`config.mk`:
```
export PLATFORM = sky130hd
export DESIGN_NAME = ws2812_tx_ctrl
export DESIGN_NICKNAME = d
export VERILOG_FILES = /design/src/rtl/ws2812_tx_ctrl.sv
export SDC_FILE = /design/constraint.sdc
export NUM_CORES = 1
export LEC_CHECK = 0
export CAP_MARGIN = 20
export CORE_MARGIN = 10
export CORE_UTILIZATION = 30
export CTS_BUF_LIST = sky130_fd_sc_hd__clkbuf_8
export DETAILED_ROUTE_END_ITERATION = 10
export GPL_TIMING_DRIVEN = 1
export PLACE_DENSITY = 0.5
export SETUP_SLACK_MARGIN = 0.1
export SKIP_LAST_GASP = 1
export SLEW_MARGIN = 20
export SYNTH_ARGS = -nofsm -noshare
export SYNTH_HDL_FRONTEND = slang
export SYNTH_SLANG_ARGS = --single-unit
```
`constraint.sdc`:
```
create_clock -name sys_clk -period 2.6 [get_ports sys_clk]
set_input_delay 0.52 -clock sys_clk [delete_from_list [all_inputs] [get_ports sys_clk]]
set_output_delay 0.52 -clock sys_clk [all_outputs]
set_load 0.02 [all_outputs]
```
`src/rtl/ws2812_tx_ctrl.sv`:
```
// WS2812 frame transmitter: pulls LED_NUM pixels from a config module and serialises
// them as 24-bit GRB words with bit-width encoding, followed by a latch low period.
module ws2812_tx_ctrl #(
    parameter int unsigned T_BIT   = 60,
    parameter int unsigned T0H     = 18,
    parameter int unsigned T1H     = 40,
    parameter int unsigned T_RST   = 15000,
    parameter int unsigned LED_NUM = 64
) (
    input  logic        sys_clk,
    input  logic        sys_rst_n,
    input  logic        ws2812_start,
    input  logic [23:0] cfg_data,
    output logic        cfg_start,
    output logic        ws2812_di,
    output logic        busy,
    output logic        frame_done
);

    localparam int unsigned CNT_MAX = (T_BIT > T_RST) ? T_BIT : T_RST;
    localparam int unsigned CNT_W   = (CNT_MAX > 1) ? $clog2(CNT_MAX) : 1;
    localparam int unsigned LED_W   = (LED_NUM > 1) ? $clog2(LED_NUM) : 1;

    localparam logic [CNT_W-1:0] BIT_LAST = CNT_W'(T_BIT - 1);
    localparam logic [CNT_W-1:0] RST_LAST = CNT_W'(T_RST - 1);
    localparam logic [CNT_W-1:0] HI_ONE   = CNT_W'(T1H);
    localparam logic [CNT_W-1:0] HI_ZERO  = CNT_W'(T0H);
    localparam logic [LED_W-1:0] LED_LAST = LED_W'(LED_NUM - 1);
    localparam logic [4:0]       BIT_MSB  = 5'd23;

    typedef enum logic [1:0] {
        StIdle,
        StLoad,
        StSend,
        StRst
    } state_e;

    state_e           state_q, state_d;
    logic [CNT_W-1:0] cyc_q, cyc_d;
    logic [4:0]       bit_q, bit_d;
    logic [LED_W-1:0] led_q, led_d;
    logic [23:0]      shreg_q, shreg_d;
    logic             pending_q, pending_d;
    logic [CNT_W-1:0] hi_len;

    always_ff @(posedge sys_clk or negedge sys_rst_n) begin
        if (!sys_rst_n) begin
            state_q   <= StIdle;
            cyc_q     <= '0;
            bit_q     <= '0;
            led_q     <= '0;
            shreg_q   <= '0;
            pending_q <= 1'b0;
        end else begin
            state_q   <= state_d;
            cyc_q     <= cyc_d;
            bit_q     <= bit_d;
            led_q     <= led_d;
            shreg_q   <= shreg_d;
            pending_q <= pending_d;
        end
    end

    always_comb begin
        state_d   = state_q;
        cyc_d     = cyc_q;
        bit_d     = bit_q;
        led_d     = led_q;
        shreg_d   = shreg_q;
        pending_d = pending_q;

        // Requests while a frame is running collapse into a single pending flag.
        if (ws2812_start && (state_q != StIdle)) begin
            pending_d = 1'b1;
        end

        unique case (state_q)
            StIdle: begin
                if (ws2812_start) begin
                    state_d = StLoad;
                    led_d   = '0;
                end
            end
            StLoad: begin
                shreg_d = cfg_data;
                bit_d   = '0;
                cyc_d   = '0;
                state_d = StSend;
            end
            StSend: begin
                if (cyc_q == BIT_LAST) begin
                    cyc_d   = '0;
                    shreg_d = {shreg_q[22:0], 1'b0};
                    bit_d   = bit_q + 5'd1;
                    if (bit_q == BIT_MSB) begin
                        if (led_q == LED_LAST) begin
                            state_d = StRst;
                        end else begin
                            led_d   = led_q + 1'b1;
                            state_d = StLoad;
                        end
                    end
                end else begin
                    cyc_d = cyc_q + 1'b1;
                end
            end
            StRst: begin
                if (cyc_q == RST_LAST) begin
                    cyc_d = '0;
                    // A request landing in the final latch cycle still counts.
                    if (pending_q || ws2812_start) begin
                        state_d   = StLoad;
                        led_d     = '0;
                        pending_d = 1'b0;
                    end else begin
                        state_d = StIdle;
                    end
                end else begin
                    cyc_d = cyc_q + 1'b1;
                end
            end
            default: state_d = StIdle;
        endcase
    end

    always_comb begin
        hi_len     = shreg_q[23] ? HI_ONE : HI_ZERO;
        cfg_start  = (state_q == StLoad);
        busy       = (state_q != StIdle);
        frame_done = (state_q == StRst) && (cyc_q == RST_LAST);
        ws2812_di  = (state_q == StSend) && (cyc_q < hi_len);
    end

endmodule

```
; Yosys cells after proc, flatten, opt, wreduce, memory -nomap -nowiden
; Index checks and enable logic that the tools add are counted.
; W data, S select, Z words.
[word_totals]
inputBits = 27
register_bits = 52
output_inout_bits = 4
[classes]
n_eq_ne = 13
magnitude_cmp = 1
n_addsub = 3
n_mux = 26
reduce_logical = 12
[ops]
columns = op, n
row1 = $pmux W24 S2, 1
row2 = $mux W6, 7
row3 = $pmux W14 S3, 1
row4 = $mux W14, 2
row5 = $mux W24, 1
row6 = $pmux W6 S3, 1
row7 = $add A14 B1 Y14 const B, 1
row8 = $eq A14 B14 Y1 const B, 1
row9 = $eq A14 B6 Y1 const B, 1
row10 = $lt A14 B6 Y1, 1
row11 = $ne A2 B2 Y1 const B, 6
row12 = $mux W2, 5
row13 = $pmux W5 S2, 1
row14 = $pmux W2 S4, 1
row15 = $reduce_and A7 Y1, 1
row16 = $add A6 B1 Y6 const B, 1
row17 = $eq A6 B6 Y1 const B, 1
row18 = $reduce_bool A3 Y1, 2
row19 = $add A5 B1 Y5 const B, 1
row20 = $eq A5 B5 Y1 const B, 1
row21 = $mux W1, 5
row22 = $mux W5, 1
row23 = $eq A2 B2 Y1 const B, 2
row24 = $reduce_and A4 Y1, 1
row25 = 6 further kinds, 9

; Depth between registers and ports, before layout
[depth]
word_depth = 6
depth_mapped = 8

; Least setup slack after synthesis
; No wires, ideal clock.
[synth_timing]
kind = register -> output
startpoint = register cyc_q[9]
endpoint = output ws2812_di
required_ps = 2080
path_slack_ps = 422
t_arrival_ps = 1658
path_buffers = 1
stages_incl_launch_ff = 5
path_cell_list = dfrtp_1 -> clkbuf_2 -> nor4_1 -> nand3_1 -> a211oi_1
[synth_via]
elab_chain_len = 2
[synth_lines]
columns = element, line
row1 = start: declaration, 39  ; logic [CNT_W-1:0] cyc_q, cyc_d;
row2 = start signal: assignment, 56  ; cyc_q <= cyc_d;
row3 = $lt A14 B6 Y1, 131  ; ws2812_di = (state_q == StSend) && (cyc_q < hi_len);
row4 = $logic_and A1 B1 Y1, 131
row5 = end: declaration, 15  ; output logic ws2812_di,
; Every way passes these cells.

; Final worst setup path
[layout_timing]
startpoint = register shreg_q[23]
endpoint = output ws2812_di
[layout_via]
elab_chain_len = 3
[layout_lines]
columns = element, line
row1 = start: declaration, 42  ; logic [23:0] shreg_q, shreg_d;
row2 = start signal: assignment, 59  ; shreg_q <= shreg_d;
row3 = $mux W6, 127  ; hi_len = shreg_q[23] ? HI_ONE : HI_ZERO;
row4 = $lt A14 B6 Y1, 131
row5 = $logic_and A1 B1 Y1, 131
; Every way passes these cells.

==> key figures <==
Outcome
  • Status: finished clean

Floorplanning
  • Initial Util: 31.03%
  • Core Footprint: a little under 9000 sq um
  • Num rows: 34
  • IO Count: 31
  • Die extent in y: between 100 and 150 um
  • Die X-Extent: 115.4 um
  • Die area: around 13000 sq um

Placement
  • Routability Congestion: a little over 0.8
  • Placed cells: 456
  • Area post-placement: between 3000 and 4000 sq um
  • I/O Buffers: 30
  • DP HPWL: roughly 4700 um

CTS
  • Clk pin slew, worst setup/hold paths: 0.10 ns
  • CTS Root Cell: clkbuf_8
  • Number of buffers created by CTS: 5
  • Clock Tree Buf Depth: 2
  • CTS Hold Bufs: 0
  • CTS tree: built
  • H-tree Lvls: 2
  • Clock Latency Late Sink: 0.32 ns
  • CTS sink count: between 50 and 60

Global route
  • Total grt overflow: 0
  • Pin count of the biggest net entering global routing: 40
  • Initial antenna violation count: 0
  • Vias in the first global route: between 2000 and 2500
  • Global-route wire length before repair: around 11000 um
  • GRT Overall Usage: about 10%

Timing
  • Setup TNS: 0 ns
  • Min cycle time layout: ~2.3 ns
  • Final Hold Fails: 0
  • Slew HR: about 74%
  • Worst Skew: roughly 0.013 ns
  • Period Utilization, post-route: between 80% and 90%
  • Unrepaired setup endpoints after global routing: yes
  • Worst Max-Slew Pin Slew: a little under 0.4 ns
  • Final Setup Violations: 0
  • Fin. max-slew vios: 0
  • F_max: ~0.43 GHz
  • Hold slack: around 0.048 ns

Finish
  • Area growth, synth to finish: 23.17%
  • Nets: just under 400
  • Share of cells above drive strength 1: between 10 and 15%
  • Post-route cell area: about 3400 sq um
  • Ant diodes: 0
  • Layout Cells excl Fill: between 400 and 500

Flow run
  • Total of max-cap violations: 0

Drt
  • Vias per cell: a little over 5
  • Drt drc: 0
  • WL/cell: 14.37 um
  • Vias: 2372
  • Total Wirelength: 6667 um
  • Drt first pass iters: 4
  • DR iter-0 viols: around 150
  • Antenna-violating nets left: 0

Synth
  • Main area contributors after synthesis: dfrtp_1 (48%), nand2_1 (9.9%), a31oi_1 (7.8%), nor2_1 (4.9%), ha_1 (2.7%)
  • Area leader, netlist: dfrtp_1
  • Top-area cell type share of the netlist area: 47.62%
  • Syn Area/Cell: slightly below 9 sq um
  • Count of cell types in the netlist: 46
  • Ys async rst share: 100.0%
  • Post-synth EDFFs: 0
  • Sequential fraction of the synthesis area: 47.62%
  • Syn nets: ~340
  • Flops & latches, synth: between 50 and 60
  • Main synth FF type: dfrtp_1
  • Cells after Synth: 310
  • Synth Cell Area: ~2700 sq um
  • YS warnings: 0

Critical path
  • Crit path capture type: output port
  • Slowest stage delay, CP: about 0.4 ns
  • Critical path's top delay family: compound AO/OA/AOI/OAI gates
  • Slowest-stage cell, CP: dfrtp_1
  • Critical-path cell list: inv_1, ha_1, o31a_1, o21ai_0, nand2b_1, a211oi_1, buf_2
  • Crit path max fanout: 4
  • Critical Path Start Type: flip-flop
  • CP Data Arrival Time: between 1.5 and 2 ns
  • Worst Path Required: approximately 2.1 ns
  • Setup CP Type: flip-flop to output port
  • Worst R2R Setup Slack: 0.44 ns
  • Worst path bufs/invs: 2
  • FF-to-FF End: led_q[0]
  • Worst-case reg-to-reg path depth: 6
  • Reg2reg start: cyc_q[10]

Power
  • Power Dens Cells: between 400 and 500 nW/um^2
  • Tot Pwr: ~1.4 mW
  • P_leak: between 1.5 and 2 nW
  • Worst IR drop on VDD: approximately 0.17 mV

Hold path
  • Hold WC Path Type: input port to asynchronous set/reset pin
-- metrics by stage --
step / utilization [%] / worst slack [ns]
after floorplan: - / 0.4225
after global placement: 37.24 / 0.1320
after detailed placement: 37.24 / 0.1310
after CTS: 38.31 / 0.1056
after global routing: 38.22 / 0.05468
final: 38.22 / 0.2658
-- cells by family (layout without fill, tap and decap cells) --
kind of cell	after synthesis	in the layout	synth area share, %
simple gates	149	149	25.60
compound gates	73	73	16.99
flops	52	52	47.62
buf+inv	20	66	3.434
fa+ha+maj	6	6	2.747
xor+xnor	6	6	1.923
mux	4	4	1.694
-- cell usage in the layout (no fill, tap or decap), types with 4 or more instances in the layout --
master and count:
nand2_1 72, dfrtp_1 51, nor2_1 36, a31oi_1 34
clkdlybuf4s50_1 26, buf_4 22, o21ai_0 15, nand3_1 9
a21oi_1 7, ha_1 6, inv_1 5, clkbuf_8 5
nand4_1 4, xnor2_1 4, a22o_1 4, nor3_1 4
-- synthesized netlist by cell type, types with 4 or more instances --
master	number
a21oi_1	7
a22o_1	4
a31oi_1	34
buf_2	5
clkbuf_1	7
dfrtp_1	52
ha_1	6
inv_1	5
nand2_1	72
nand3_1	9
nand4_1	4
nor2_1	36
nor3_1	4
o21ai_0	15
xnor2_1	4
-- power by group --
part | internal (mW) | leakage (nW) | switching [mW]
Combinational | 0.0523 | 0.839 | 0.0397
Sequential | 0.827 | 0.623 | 0.0102
Clock | 0.192 | 0.0404 | 0.304
Total | 1.07 | 1.50 | 0.354
-- metal layers --
layer | up-vias | global-route usage (%) | wire (um)
met1 | 1142 | 14.78 | 3395
met2 | 39 | 15.33 | 3020
met3 | 4 | 1.654 | 182
met5 | - | 0 | 0
met4 | 0 | 3.547 | 69
li1 | 1187 | - | -
-- worst max-delay path by stage --
stage	from	end	cells after the start
floorplan	cyc_q[9]	ws2812_di	4
CTS	state_q[0]	cfg_start	3
global placement	shreg_q[23]	ws2812_di	7
global route	shreg_q[23]	ws2812_di	7
detailed placement	shreg_q[23]	ws2812_di	7
finish	shreg_q[23]	ws2812_di	7
-- sequential cells by signal, summed over array words and instances (netlist names) --
signal and count:
state_q 2, cyc_q 14, shreg_q 24, led_q 6
pending_q 1, bit_q 5
-- what timing repair did --
item | 4_1_cts | 5_1_grt
setup endpoints to repair | 2 | 3
setup buffers | 0 | 0
resized for setup | 6 | 4
endpoints found under the hold margin | 0 | 0
-- layout make-up --
cell class	count	area [sq um]
clock buffer	5	68.82
clock inverter	3	23.77
fill	888	5440
inverter	5	18.77
multi-input combinational	238	1344
sequential	52	1303
tap	108	135.1
timing repair buffer	53	473.0
Power figures use the tool's default switching activity.
